### src/rtl/logic_unit_pkg.sv
// logic_unit_pkg: op encoding, op type and counter width shared by the logic unit
package logic_unit_pkg;
  typedef logic [2:0] op_t;
  localparam op_t LU_AND  = 3'b000;
  localparam op_t LU_OR   = 3'b001;
  localparam op_t LU_NAND = 3'b010;
  localparam op_t LU_NOR  = 3'b011;
  localparam op_t LU_XOR  = 3'b100;
  localparam op_t LU_XNOR = 3'b101;
  localparam op_t LU_ANDN = 3'b110;
  localparam op_t LU_PASS = 3'b111;
  localparam int CNT_W = 16;
endpackage

### src/rtl/logic_unit_core.sv
// logic_unit_core: combinational op decode, result and zero flag
module logic_unit_core
  import logic_unit_pkg::*;
#(
  parameter int WIDTH = 16
) (
  input  logic [WIDTH-1:0] a,
  input  logic [WIDTH-1:0] b,
  input  op_t              op,
  output logic [WIDTH-1:0] result,
  output logic             zero
);
  always_comb begin
    result = a;
    case (op)
      LU_AND:  result = a & b;
      LU_OR:   result = a | b;
      LU_NAND: result = ~(a & b);
      LU_NOR:  result = ~(a | b);
      LU_XOR:  result = a ^ b;
      LU_XNOR: result = ~(a ^ b);
      LU_ANDN: result = a & ~b;
      LU_PASS: result = a;
    endcase
  end
  assign zero = ~|result;
endmodule

### src/rtl/logic_unit_pipe.sv
// logic_unit_pipe: two-stage valid/ready bitwise logic unit with saturating op counter
// Optional out_parity port and register under LOGIC_UNIT_PARITY_EN.
module logic_unit_pipe
  import logic_unit_pkg::*;
#(
  parameter int WIDTH = 16,
  parameter int TAG_W = 4
) (
  input  logic             clk,
  input  logic             reset,
  input  logic             in_valid,
  output logic             in_ready,
  input  logic [WIDTH-1:0] A,
  input  logic [WIDTH-1:0] B,
  input  logic [2:0]       op,
  input  logic [TAG_W-1:0] in_tag,
  output logic             out_valid,
  input  logic             out_ready,
  output logic [WIDTH-1:0] out_data,
  output logic             out_zero,
  output logic [TAG_W-1:0] out_tag,
`ifdef LOGIC_UNIT_PARITY_EN
  output logic             out_parity,
`endif
  input  logic             cnt_clr,
  output logic [CNT_W-1:0] op_count
);
  localparam logic [CNT_W-1:0] CNT_MAX = '1;
  logic             s1_valid, s2_valid, s1_adv, s2_adv;
  logic [WIDTH-1:0] s1_a, s1_b, res;
  op_t              s1_op;
  logic [TAG_W-1:0] s1_tag;
  logic             zero;
  assign s2_adv    = !s2_valid || out_ready;
  assign s1_adv    = !s1_valid || s2_adv;
  assign in_ready  = s1_adv;
  assign out_valid = s2_valid;
  logic_unit_core #(.WIDTH(WIDTH)) u_core (
    .a      (s1_a),
    .b      (s1_b),
    .op     (s1_op),
    .result (res),
    .zero   (zero)
  );
  always_ff @(posedge clk or negedge reset) begin
    if (!reset) begin
      s1_valid <= 1'b0;
      s2_valid <= 1'b0;
      s1_a     <= '0;
      s1_b     <= '0;
      s1_op    <= LU_AND;
      s1_tag   <= '0;
      out_data <= '0;
      out_zero <= 1'b0;
      out_tag  <= '0;
      op_count <= '0;
    end else begin
      if (s1_adv) s1_valid <= in_valid;
      if (in_valid && s1_adv) begin
        s1_a   <= A;
        s1_b   <= B;
        s1_op  <= op;
        s1_tag <= in_tag;
      end
      if (s2_adv) s2_valid <= s1_valid;
      if (s1_valid && s2_adv) begin
        out_data <= res;
        out_zero <= zero;
        out_tag  <= s1_tag;
      end
      if (cnt_clr) op_count <= '0;
      else if (out_valid && out_ready && op_count != CNT_MAX) op_count <= op_count + 1'b1;
    end
  end
`ifdef LOGIC_UNIT_PARITY_EN
  always_ff @(posedge clk or negedge reset) begin
    if (!reset) out_parity <= 1'b0;
    else if (s1_valid && s2_adv) out_parity <= ^res;
  end
`endif
endmodule

### config.mk
export PLATFORM = sky130hd
export DESIGN_NAME = logic_unit_pipe
export DESIGN_NICKNAME = d
export VERILOG_FILES = /design/src/rtl/logic_unit_pkg.sv /design/src/rtl/logic_unit_core.sv /design/src/rtl/logic_unit_pipe.sv
export SDC_FILE = /design/constraint.sdc
export NUM_CORES = 1
export LEC_CHECK = 0
export ABC_AREA = 1
export BUFFER_PORTS_ARGS = -buffer_cell sky130_fd_sc_hd__buf_2
export CORE_UTILIZATION = 40
export DETAILED_ROUTE_END_ITERATION = 16
export GPL_TIMING_DRIVEN = 0
export PLACE_DENSITY = 0.71
export SYNTH_ARGS = -nofsm -noshare
export SYNTH_HDL_FRONTEND = slang
export SYNTH_SLANG_ARGS = --single-unit
### constraint.sdc
create_clock -name clk -period 1.9 [get_ports clk]
set_input_delay 0 -clock clk [delete_from_list [all_inputs] [get_ports clk]]
set_output_delay 0 -clock clk [all_outputs]
set_load 0.005 [all_outputs]
==> results.json, run 1 <==
{
  "finalSetupTns_ns": 0,
  "regArea_mm2": 0.00195,
  "nets": 939,
  "yosysTopAreaCell": "dfrtp_1",
  "synth-xor-area-share_pct": 0.339,
  "grt_pass1_vias": 4917,
  "comb_power_share_pct": 33.2,
  "synth.top_cells.by_count": "nand2_1, nor2_1, inv_1, dfrtp_1, nand3_1",
  "synth_compound_area_share_pct": 10.0,
  "vias": 5202,
  "hpwl_mm": 10.7,
  "slew_violations": 0,
  "remaining_drc_errors": 0,
  "start_kind": "flip-flop",
  "skew_ns": 0.00759,
  "period_needed_ns": 1.83,
  "ctsLongestPathBuffers": 2,
  "seq_power_share_pct": 35.8,
  "hp-class": "in2async",
  "power_leakage_nw": 3.52,
  "synth-edff-count": 0,
  "drv_cap": 0,
  "synthAdderAreaFrac_pct": 11.9,
  "required_ns": 2.19,
  "clock-sinks": 78,
  "synth_top_family_by_area": "simple AND/OR/NAND/NOR gates",
  "peakVddDrop_v": 0.000463,
  "ff2ff_setup_slack_ns": 0.07,
  "chipWidth_um": 116,
  "clk_latency_ns": 0.35,
  "syn_to_final_growth_pct": 28.5,
  "ff2ff_path_depth": 10,
  "synth_top_area_share_pct": 37.7,
  "synthesis.nets": 801,
  "r2r-start": "s1_op[0]",
  "worst-slew-pin-transition_ns": 0.668,
  "final_layout_size_suffix_gt1_share_pct": 17.3,
  "synth.avg_cell_area_um2": 7.30,
  "max_slew_margin_pct": 55.5,
  "worstPathArrival_ns": 2.12,
  "vias_per_cell": 5.09,
  "clock-root-buffer": "clkbuf_16",
  "synth-seq-cells": 78,
  "first_iter_violations": 496,
  "crit_fanout": 10,
  "fillers": 1248,
  "p_sw_mw": 2.22,
  "final_antenna_net_count": 0,
  "chipHeight_um": 116,
  "r2r_end": "out_zero",
  "ys_top_cells_by_area": "dfrtp_1, ha_1, nand2_1",
  "grt_pass1_wl_mm": 24.8,
  "port_buffers": 82,
  "core_mm2": 0.0126,
  "p_sw_share_pct": 36.1,
  "critPathCaptureType": "flip-flop",
  "fmax_mhz": 546,
  "status": "complete, no violations",
  "cts_buffers": 9,
  "async_reset_ff_share_pct": 100,
  "min_period_over_period_pct": 96.4,
  "rsz0062_at_grt": "true",
  "dr.pass1.iters": 5,
  "clkPwrFrac_pct": 31.0,
  "cts_tree": "built",
  "p_int_mw": 3.94,
  "wire_per_inst_um": 15.1,
  "grt_start_max_net_pins": 54,
  "synth-simple-area-share_pct": 29.9,
  "antenna_found_initial": 0,
  "pin_count": 83,
  "synth_cell_types": 31,
  "power_mw": 6.16,
  "synth_area_mm2": 0.00517,
  "yosys_warnings": 0,
  "htree_levels": 3,
  "yosysMostFrequentCell": "nand2_1",
  "rows": 41,
  "antennaDiodeCount": 0,
  "initial_core_util_pct": 41.0,
  "setup_violations": 0,
  "die_area_mm2": 0.0134,
  "synth.area.mux_share_pct": 0.411,
  "track_usage_pct": 24.3,
  "drt_wl_total_mm": 15.4,
  "path_class": "reg2reg",
  "powerDensity_mw_per_mm2": 927,
  "yosysSeqAreaShare_pct": 37.7,
  "grt_overflow_total": 0,
  "synth_cells": 708,
  "multi_input_area_mm2": 0.00276,
  "place_congestion": 0.914,
  "path_clk_slew_ns": 0.06,
  "hold_viol": 0,
  "synth-main-ff-cell": "dfrtp_1"
}
[logic make-up (layout without fill, tap and decap cells)]
| group | count (synthesis) | in the layout |
|---|---|---|
| simple gates | 350 | 350 |
| buf+inv | 125 | 267 |
| compound gates | 102 | 102 |
| flops | 78 | 78 |
| fa+ha+maj | 49 | 49 |
| xor+xnor | 2 | 2 |
| mux | 2 | 2 |
[what timing repair did]
action	4_1_cts	5_1_grt
setup buffers	0	2
endpoints found under the setup margin	31	20
hold buffers	42	0
resized for setup	10	16
hold endpoints to repair	121	0
gates cloned	0	0
[power groups by stage]
stage / Sequential, mW / Clock [mW] / Combinational (mW)
floorplan: 2.21 / 0 / 1.17
global placement: 2.22 / 0 / 1.87
detailed placement: 2.23 / 0 / 1.90
CTS: 2.21 / 1.91 / 1.99
global route: 2.25 / 1.98 / 2.33
finish: 2.20 / 1.91 / 2.05
[critical path, cell delays in order (launching register included)]
cell	delay [ns]
dfrtp_2	0.46
nor2_4	0.27
nand2_4	0.14
inv_1	0.12
buf_4	0.21
nand2_1	0.07
nand2_1	0.16
nand2_1	0.07
nor2_1	0.12
nand3_1	0.09
nand2_1	0.06
[final cells by class]
class / instances / share of cell area (%)
clock inverter: 5 / 1.26
buffer: 29 / 2.43
tap: 172 / 3.24
clock buffer: 10 / 3.60
sequential: 78 / 29.4
multi-input combinational: 505 / 41.5
inverter: 96 / 5.42
timing repair buffer: 127 / 13.2
[flip-flops by register name (all words and copies together), names as in the netlist]
signal / flops
s1_a: 16
s1_op: 3
s1_b: 16
out_data: 16
s1_tag: 4
out_tag: 4
out_zero: 1
op_count: 16
out_valid: 1
s1_valid: 1
[worst max-delay path by stage]
stage / startpoint / to / slack [ns] / cells after the start
2_1_floorplan: op_count[0] / op_count[6] / 0.34 / 8
3_3_place_gp: out_valid / s1_b[0] / -0.25 / 5
3_5_place_dp: out_valid / s1_a[5] / -0.29 / 5
4_1_cts: s1_op[1] / out_zero / 0.04 / 12
5_1_grt: s1_op[0] / out_zero / -0.05 / 10
6_report: s1_op[0] / out_zero / 0.07 / 10
[cells in the final DEF (no fill, tap or decap), drive strengths merged]
cell type | synthesis | routed
nand4 | 26 | 26
dlygate4sd3 | 0 | 42
nand3 | 60 | 60
bufinv | 0 | 2
mux2i | 1 | 1
o31ai | 2 | 2
clkinv | 0 | 1
nand3b | 8 | 8
nor3 | 6 | 6
xor2 | 2 | 2
or2 | 4 | 4
buf | 17 | 97
ha | 49 | 49
mux2 | 1 | 1
clkinvlp | 0 | 2
nand2 | 144 | 144
nor4 | 1 | 1
clkbuf | 12 | 27
o22ai | 1 | 1
o21ai | 50 | 50
a21oi | 48 | 48
dfrtp | 78 | 78
nor2 | 99 | 99
and3 | 2 | 2
inv | 96 | 96
o21bai | 1 | 1
[per-layer routing]
layer	track usage [%]	wire length, um	vias to the layer above
met5	0	0	-
met4	7.78	274	0
met3	3.92	1050	18
met2	39.8	7140	205
met1	32.9	6970	2425
li1	-	-	2554
[per-stage QoR]
stage / hold slack (ns) / std cells / util [%] / setup slack, ns / instance area (um^2)
6_report: 0.109 / 1022 / 52.7 / 0.0677 / 6650
3_5_place_dp: -0.0557 / 963 / 46.2 / -0.287 / 5830
5_1_grt: 0.176 / 1022 / 52.7 / -0.0459 / 6650
3_3_place_gp: 0.227 / 962 / 45.9 / -0.248 / 5800
2_1_floorplan: -0.296 / 708 / - / 0.342 / 5170
4_1_cts: 0.130 / 1020 / 52.2 / 0.0357 / 6590
Note: power is estimated with default switching activity, not from simulation.
==> run 2, diff against run 1 <==
--- a/config.mk
+++ b/config.mk
@@ -5,12 +5,13 @@
 export SDC_FILE = /design/constraint.sdc
 export NUM_CORES = 1
 export LEC_CHECK = 0
-export ABC_AREA = 1
+export ABC_AREA = 0
 export BUFFER_PORTS_ARGS = -buffer_cell sky130_fd_sc_hd__buf_2
 export CORE_UTILIZATION = 40
 export DETAILED_ROUTE_END_ITERATION = 16
 export GPL_TIMING_DRIVEN = 0
 export PLACE_DENSITY = 0.71
+export RECOVER_POWER = 25
 export SYNTH_ARGS = -nofsm -noshare
 export SYNTH_HDL_FRONTEND = slang
 export SYNTH_SLANG_ARGS = --single-unit
==> run 2 against run 1 <==
- the flow now finishes with violations (negative setup slack)
- total power is 2.9% higher
- global-route usage is 2.8 points lower
- sequential share of layout area is 0.24 points lower
- area after synthesis is 3.5% lower
- critical endpoint unchanged
==> results.json, run 2 <==
{
  "cts_buffers": 9,
  "setup_slack_ns": -0.262,
  "peakVddDrop_v": 0.000520,
  "async_reset_ff_share_pct": 100,
  "drt_wl_total_mm": 13.5,
  "synth_top_area_share_pct": 39.1,
  "ys_top_cells_by_area": "dfrtp_1, ha_1, mux2_2",
  "synth-edff-count": 0,
  "dr.pass1.iters": 6,
  "multi_input_area_mm2": 0.00295,
  "crit_fanout": 3,
  "synth-main-ff-cell": "dfrtp_1",
  "antennaDiodeCount": 0,
  "synthesis.nets": 576,
  "dp_cells": 733,
  "rows": 40,
  "synth.avg_cell_area_um2": 10.3,
  "final_cell_mix": "buf_2, dfrtp_1, mux2_2",
  "clock-sinks": 78,
  "seq_power_share_pct": 34.4,
  "core_mm2": 0.0121,
  "yosysMostFrequentCell": "dfrtp_1",
  "yosysTopAreaCell": "dfrtp_1",
  "clock-root-buffer": "clkbuf_16",
  "yosys_warnings": 0,
  "vias_per_cell": 5.31,
  "start_kind": "flip-flop",
  "drv_cap": 0,
  "path_cells": "inv_2 > ha_4 > nand2b_1 > a32o_2 > a221oi_4 > o2111ai_2 > nor4_2 > a32o_1",
  "cp_slowest_cell": "dfrtp_1",
  "initial_core_util_pct": 41.2,
  "power_leakage_nw": 3.14,
  "grt_pass1_vias": 4367,
  "chipHeight_um": 114,
  "synth.top_cells.by_count": "dfrtp_1, mux2_2, ha_1, nand2_1, inv_1",
  "hpwl_mm": 9.21,
  "synth_cell_types": 57,
  "grt_pass1_wl_mm": 21.4,
  "clk_latency_ns": 0.34,
  "path_clk_slew_ns": 0.06,
  "place_area_mm2": 0.00564,
  "design_area_mm2": 0.00671,
  "worst-slew-pin-transition_ns": 0.771,
  "remaining_drc_errors": 0,
  "violations": "negative setup slack",
  "synth-seq-cells": 78,
  "crit_family": "compound AO/OA/AOI/OAI gates",
  "ctsLongestPathBuffers": 2,
  "grt_start_max_net_pins": 50,
  "p_int_mw": 4.36,
  "skew_ns": 0.00871,
  "period_needed_ns": 2.16,
  "layout_commonest_cell": "buf_2",
  "nets": 723,
  "cts_tree": "built",
  "syn_to_final_growth_pct": 34.3,
  "hp-class": "in2reg",
  "chipWidth_um": 114,
  "place_congestion": 0.891,
  "vias": 4259,
  "rsz0062_at_grt": "true",
  "p_sw_mw": 1.98,
  "final_layout_size_suffix_gt1_share_pct": 34.2,
  "comb_power_share_pct": 34.6,
  "path_class": "reg2reg",
  "pin_count": 83,
  "clkPwrFrac_pct": 31.0,
  "track_usage_pct": 21.5,
  "p_sw_share_pct": 31.3,
  "setup_violations": 2,
  "min_period_over_period_pct": 114,
  "required_ns": 2.17,
  "cp_slowest_stage_delay_ns": 0.41,
  "powerDensity_mw_per_mm2": 945,
  "max_slew_margin_pct": 48.6,
  "final_cells": 802,
  "htree_levels": 3,
  "worstPathArrival_ns": 2.43,
  "yosysSeqAreaShare_pct": 39.1,
  "slew_violations": 0,
  "fmax_mhz": 462,
  "final_antenna_net_count": 0,
  "wire_per_inst_um": 16.9,
  "synth_cells": 483,
  "regArea_mm2": 0.00196,
  "synth_area_mm2": 0.00499,
  "ff2ff_setup_slack_ns": -0.26,
  "fillers": 1059,
  "antenna_found_initial": 0,
  "port_buffers": 81,
  "status": "finished with violations",
  "cp.buffers_inverters": 1,
  "critPathCaptureType": "flip-flop",
  "grt_overflow_total": 0,
  "first_iter_violations": 270,
  "die_area_mm2": 0.0129,
  "hold_viol": 0
}
==> run 2: cell count changes in the layout (fill, tap and decap cells not counted), sizes merged, moves of 15 or more <==
cell,delta
nand2,-103
nor2,-70
inv,-59
mux2,+51
nand3,-51
a21oi,-40
o21ai,-31
nand4,-21
nand2b,+15
==> run 2: what timing repair did <==
action / 4_1_cts / 5_1_grt
buffers inserted: 5 / 7
hold endpoints to repair: 120 / 0
setup endpoints to repair: 27 / 30
hold buffers: 42 / 0
pin swaps: 8 / 14
cloned: 0 / 0
gates resized for setup: 23 / 32
==> run 2: metrics by stage <==
step	setup TNS [ns]	total power [mW]	setup WS, ns	hold slack, ns	utilization (%)
6_report	-0.367	6.34	-0.262	0.0496	55.4
5_1_grt	-0.509	6.68	-0.292	0.0571	55.4
4_1_cts	-0.270	6.20	-0.235	0.0325	54.0
3_5_place_dp	-3.08	4.02	-0.326	-0.0370	46.5
3_3_place_gp	-2.30	3.92	-0.242	0.207	46.3
2_1_floorplan	0	3.37	0.0430	-0.296	-
==> run 2: tightest hold or removal path: stages <==
cell and delay (ns):
buf_2 0.12, nand3b_1 0.15, nand2b_1 0.07
==> run 2: logic make-up after synthesis <==
logic type      after synthesis  share of synthesized area (%)
compound gates               75                           10.8
fa+ha+maj                    49                           12.3
flops                        78                           39.1
xor+xnor                     21                           3.68
simple gates                137                           14.3
buf+inv                      62                           5.79
mux                          61                           14.0
==> run 2: layer usage <==
layer	track usage (%)	up-vias	wire length (um)
met5	0	-	0
met4	10.2	0	408
met3	4.30	28	746
met2	35.6	149	6530
met1	27.1	2102	5830
li1	-	1980	-
==> run 2: final timing paths <==
check                        startpoint           end  cells past startpoint
min in group asynchronous         reset       s1_b[7]                      2
max                             s1_b[0]      out_zero                      8
max in group asynchronous         reset   op_count[0]                      3
min reg2reg                out_data[14]  out_data[14]                      1
max reg2reg                     s1_b[0]      out_zero                      8
min                           out_ready      s1_valid                      3
==> run 2: cell type report <==
type | instances | share of cell area (%)
multi-input cells | 343 | 43.9
flip-flops and latches | 78 | 29.2
repair buffers | 136 | 13.8
clock buffers | 11 | 3.62
well taps | 168 | 3.13
plain buffers | 25 | 2.87
inverters | 37 | 2.07
clock inverters | 4 | 1.42
==> run 2: power by group through the flow <==
| stage | clock network [mW] | logic (mW) | registers [mW] |
|---|---|---|---|
| after floorplan | 0 | 1.20 | 2.17 |
| after global placement | 0 | 1.73 | 2.19 |
| after detailed placement | 0 | 1.82 | 2.21 |
| after CTS | 2.00 | 2.03 | 2.18 |
| after global routing | 2.07 | 2.38 | 2.22 |
| final | 1.96 | 2.20 | 2.18 |
